==> config.mk <==
export PLATFORM = sky130hd
export DESIGN_NAME = sumador_serie_ctrl
export DESIGN_NICKNAME = d
export VERILOG_FILES = /design/src/rtl/sumador_serie_ctrl.sv
export SDC_FILE = /design/constraint.sdc
export NUM_CORES = 1
export LEC_CHECK = 0
export ABC_CLOCK_PERIOD_IN_PS = 1590
export CORE_ASPECT_RATIO = 0.9
export CORE_MARGIN = 2
export CORE_UTILIZATION = 40
export DETAILED_ROUTE_END_ITERATION = 12
export DONT_BUFFER_PORTS = 1
export GPL_ROUTABILITY_DRIVEN = 0
export REMOVE_ABC_BUFFERS = 1
export SYNTH_ARGS = -nofsm -noshare
export SYNTH_HDL_FRONTEND = slang
export SYNTH_SLANG_ARGS = --single-unit
==> constraint.sdc <==
create_clock -name clk -period 1.59 [get_ports clk]
set_input_delay 0.2385 -clock clk [delete_from_list [all_inputs] [get_ports clk]]
set_output_delay 0.2385 -clock clk [all_outputs]
set_load 0.005 [all_outputs]
==> src/rtl/sumador_serie_ctrl.sv <==
// -----------------------------------------------------------------------------
// sumador_serie_ctrl -- bit-serial N-bit adder controller.
//
// Two N-bit operands are captured on a start request and added one bit pair
// per clock, LSB first, through a full-adder cell made of two `summed`
// half-adders plus an OR for the carry. After N RUN cycles the sum and final
// carry are registered on s/co and a one-cycle done pulse is raised.
//
// Ports:
//   clk    in   1  system clock, rising edge active
//   rst_n  in   1  asynchronous active-low reset
//   start  in   1  operation request, sampled only while idle
//   a, b   in   N  operands, captured on the accepting edge
//   s      out  N  registered sum, held until the next completion
//   co     out  1  registered final carry-out, same validity as s
//   busy   out  1  high while an operation is in progress (RUN and DONE)
//   done   out  1  single-cycle completion pulse
// -----------------------------------------------------------------------------

// 1-bit half-adder: sum and carry of two input bits.
module summed (
    input  logic xi,
    input  logic yi,
    output logic Si,
    output logic Co
);
    assign Si = xi ^ yi;
    assign Co = xi & yi;
endmodule

module sumador_serie_ctrl #(
    parameter int N = 8
) (
    input  logic         clk,
    input  logic         rst_n,
    input  logic         start,
    input  logic [N-1:0] a,
    input  logic [N-1:0] b,
    output logic [N-1:0] s,
    output logic         co,
    output logic         busy,
    output logic         done
);

    // Counter must hold N-1; keep at least one bit so N=1 still elaborates.
    localparam int CW = (N > 1) ? $clog2(N) : 1;
    localparam logic [CW-1:0] LAST_COUNT = CW'(N - 1);

    typedef enum logic [1:0] {
        IDLE = 2'd0,
        RUN  = 2'd1,
        DONE = 2'd2
    } state_t;

    state_t          state_r;
    state_t          state_s;
    logic [N-1:0]    ra_r;
    logic [N-1:0]    rb_r;
    logic [N-1:0]    acc_r;
    logic            c_r;
    logic [CW-1:0]   count_r;

    logic [N-1:0]    ra_s;
    logic [N-1:0]    rb_s;
    logic [N-1:0]    acc_s;
    logic            c_s;
    logic [CW-1:0]   count_s;
    logic [N-1:0]    s_s;
    logic            co_s;
    logic            busy_s;
    logic            done_s;

    logic            p_s;
    logic            g1_s;
    logic            sum_bit_s;
    logic            g2_s;
    logic            carry_s;
    logic [N-1:0]    acc_shift_s;

    // Full-adder cell: first half-adder on the operand LSBs, second folds in the carry.
    summed u_ha1 (
        .xi (ra_r[0]),
        .yi (rb_r[0]),
        .Si (p_s),
        .Co (g1_s)
    );

    summed u_ha2 (
        .xi (p_s),
        .yi (c_r),
        .Si (sum_bit_s),
        .Co (g2_s)
    );

    assign carry_s = g1_s | g2_s;

    // New sum bit enters at the MSB so after N shifts bit 0 holds the first sum bit.
    assign acc_shift_s = (acc_r >> 1) | (N'(sum_bit_s) << (N - 1));

    // Next-state and next-datapath values; every register holds unless its state acts on it.
    always_comb begin
        state_s = state_r;
        ra_s    = ra_r;
        rb_s    = rb_r;
        acc_s   = acc_r;
        c_s     = c_r;
        count_s = count_r;
        s_s     = s;
        co_s    = co;

        case (state_r)
            IDLE: begin
                if (start) begin
                    ra_s    = a;
                    rb_s    = b;
                    acc_s   = {N{1'b0}};
                    c_s     = 1'b0;
                    count_s = {CW{1'b0}};
                    state_s = RUN;
                end else begin
                    state_s = IDLE;
                end
            end
            RUN: begin
                c_s   = carry_s;
                acc_s = acc_shift_s;
                ra_s  = ra_r >> 1;
                rb_s  = rb_r >> 1;
                if (count_r == LAST_COUNT) begin
                    // Last bit pair: publish the result including this cycle's bit.
                    // Count is left at N-1 so it never wraps.
                    count_s = count_r;
                    s_s     = acc_shift_s;
                    co_s    = carry_s;
                    state_s = DONE;
                end else begin
                    count_s = count_r + CW'(1);
                    state_s = RUN;
                end
            end
            DONE: begin
                state_s = IDLE;
            end
            default: begin
                state_s = IDLE;
            end
        endcase

        busy_s = (state_s != IDLE);
        done_s = (state_s == DONE);
    end

    // State, datapath and registered outputs, asynchronously cleared.
    always_ff @(posedge clk or negedge rst_n) begin
        if (!rst_n) begin
            state_r <= IDLE;
            ra_r    <= {N{1'b0}};
            rb_r    <= {N{1'b0}};
            acc_r   <= {N{1'b0}};
            c_r     <= 1'b0;
            count_r <= {CW{1'b0}};
            s       <= {N{1'b0}};
            co      <= 1'b0;
            busy    <= 1'b0;
            done    <= 1'b0;
        end else begin
            state_r <= state_s;
            ra_r    <= ra_s;
            rb_r    <= rb_s;
            acc_r   <= acc_s;
            c_r     <= c_s;
            count_r <= count_s;
            s       <= s_s;
            co      <= co_s;
            busy    <= busy_s;
            done    <= done_s;
        end
    end

endmodule

==> impl_metrics.ini <==
[synthesis]
yosys_most_used_dff = dfrtp_1
synth_cells = 126
synth_cell_types = 25
synth_simple_gate_area_frac = 0.1307
ys_seq_elements = 40
synth_area_leader_cell = dfrtp_1
synth.mux.area_fraction = 0.05753
syn_area_per_cell_um2 = 13.98
seq_area_frac_synth = 0.5682
yosysWarnings = 0
yosysMostFrequentCell = dfrtp_1
synthAdderAreaFrac = 0.02557
synth_compound_area_frac = 0.1676
synth_area_leaders = dfrtp_1 (57%), o221a_2 (8.9%), or4b_1 (8.0%)
syn_area_um2 = 1762
synth_top_family_by_area = compound AO/OA/AOI/OAI gates
synth_top_area_frac = 0.5682
synth_edf_count = 0
async_flop_share = 1.000
synth_xor_area_frac = 0
yosys-top-cells-count = dfrtp_1 (40), o221a_2 (14), or4b_1 (14)

[placed_design]
placed_cell_area_um2 = 1826
place.port_buffers = 0
dp.final_hpwl_mm = 1.989

[clock_tree]
worstSkewPairLatency_ps = 290
htree_levels = 2
root_buffer = clkbuf_8
cts_buffers = 5
cts_buffer_depth = 2
cts_tree = yes
cts_sinks = 40
clk_pin_slew_ps = 80

[worst_setup_path]
cp_max_fo = 11
cp_num_buf_inv = 1
critPathRequiredTime_ps = 1760
r2r-start = count_r[0]
cpLargestDelayFamily = flip-flops
slowest_delay_ps = 400
crit_start = count_r[0]
worstSetupStartpointType = register
criticalPathCategory = register to register
path_cells = ha_1 > ha_2 > nand3b_1 > buf_12 > mux2_2
crit_slowest_cell = dfrtp_1
crit_path_end_kind = register
crit_arrival_ps = 1690

[grt]
grt_pass1_wl_mm = 5.485
grt_max_degree = 41
grt_pass1_vias = 1122
grt_antenna_before_repair = 0
grt_usage = 0.1482
overflow = 0

[worst_hold_path]
hold_path.class = input port to register
min_from = a[2]

[drt]
avgViaCountPerCell = 5.732
drc = 0
initialDrtViolationCount = 66
drt_wl_total_mm = 3.181
vias = 1089
dr.pass1.iters = 4
postRouteAntennaNets = 0
wl_per_cell_um = 16.74

[pwr]
cellPowerDensity_nw_per_um2 = 2123
p_leak_uw = 0.0008837
ir_drop_mv = 0.6772

[sta]
skew_ps = 9.314
rsz0062_at_grt = false
slew_headroom = 0.6392
setup-violations-final = 0
max_freq_mhz = 660.1
worst_slew_pin_slew_ps = 540.1
hold_viol_final = 0
tns_ps = 0
drv_slew = 0
fin_crit_ps = 1515
period_share = 0.9528

[cells_and_area]
fin_area_um2 = 2011
finalNetCount = 151
area_growth_syn_to_layout_pct = 14.13
num-fill-cells = 363
register_area_um2 = 1002
drive_gt1_frac = 0.3462
diodes = 0
multi_input_area_um2 = 691.9

[die]
start_util = 0.4238
die_x_um = 73.96
die_h_um = 66.96
num_rows = 22
core-area_um2 = 4156
io_pins = 30
dieArea_um2 = 4952

[run_status]
outcome = finished, final reports clean

[run]
maxCapViolCount = 0
[cell usage in the layout, fill, tap and decap left out]
| cell type | instances |
|---|---|
| inv_1 | 5 |
| nand2b_2 | 1 |
| nor4bb_1 | 2 |
| ha_1 | 1 |
| clkbuf_8 | 7 |
| o221a_2 | 14 |
| dfrtp_1 | 39 |
| nor3b_1 | 2 |
| bufinv_16 | 1 |
| a21oi_1 | 1 |
| o221ai_1 | 1 |
| dfrtp_2 | 1 |
| nand2b_1 | 1 |
| nand3_1 | 3 |
| a211o_1 | 2 |
| nor2b_1 | 1 |
| buf_12 | 3 |
| a22o_1 | 8 |
| or2_4 | 1 |
| fa_1 | 1 |
| nand3b_1 | 1 |
| mux2_2 | 9 |
| buf_4 | 3 |
| dlygate4sd3_1 | 1 |
| or4b_1 | 14 |
| nand2_1 | 2 |
| o221ai_2 | 2 |
| o21bai_4 | 1 |
| inv_2 | 1 |
| ha_2 | 1 |
[state kept, by name (all words and copies together), names as in the netlist]
name and count:
state_r 2, count_r 3, c_r 1, busy 1, rb_r 8, co 1
acc_r 7, done 1, ra_r 8, s 8
[per-stage QoR]
| step | hold WS, ps | power (uW) | util | setup WS (ps) | std cells |
|---|---|---|---|---|---|
| 2_1_floorplan | -57.09 | 2859 | - | -33.17 | 115 |
| 3_3_place_gp | -56.30 | 3204 | 0.4392 | 81.74 | 179 |
| 3_5_place_dp | -56.35 | 3299 | 0.4392 | 21.98 | 179 |
| 4_1_cts | 201.8 | 4257 | 0.4783 | 4.177 | 189 |
| 5_1_grt | 200.8 | 4619 | 0.4837 | 11.06 | 190 |
| 6_report | 206.4 | 4269 | 0.4837 | 75.08 | 190 |
[path summary, 6_finish.rpt]
kind | to | slack, ps | cells past startpoint
worst max-delay path | s[5] | 80 | 5
worst min-delay path | ra_r[2] | 210 | 2
worst max register to register | s[5] | 80 | 5
worst min register to register | acc_r[1] | 510 | 1
max in group asynchronous | state_r[1] | 970 | 2
min in group asynchronous | rb_r[4] | 410 | 2
[where the power goes]
part / internal (uW) / leakage, uW / switching (uW)
clock: 554 / 0.0000645 / 344
combinational: 866 / 0.000330 / 673
sequential: 1500 / 0.000489 / 333
total: 2920 / 0.000884 / 1350
[metal layers]
layer  share of wire  track usage  vias to the layer above
li1                -            -                      499
met2            0.49       0.2344                       22
met3           0.030      0.04236                        5
met1            0.46       0.1920                      563
met5               0            0                        -
met4           0.018      0.05455                        0
[cells by family (layout without fill, tap and decap cells)]
| group | Yosys count | count (layout) |
|---|---|---|
| fa+ha+maj | 3 | 3 |
| simple gates | 28 | 28 |
| compound gates | 29 | 29 |
| mux | 9 | 9 |
| flops | 40 | 40 |
| buf+inv | 17 | 21 |
[timing repair]
| action | in CTS | in global routing |
|---|---|---|
| gates resized for setup | 1 | 5 |
| setup endpoints to repair | 1 | 26 |
| endpoints found under the hold margin | 40 | 0 |
| hold buffers | 2 | 0 |
| setup buffers | 0 | 1 |
[layout make-up]
type	count	area share
Sequential cell	40	0.4984
Multi-Input combinational cell	69	0.3441
Clock buffer	7	0.04792
Timing Repair Buffer	7	0.04605
Tap cell	60	0.03734
Clock inverter	1	0.01493
Inverter	6	0.01120
(Power assumes the default switching activity.)
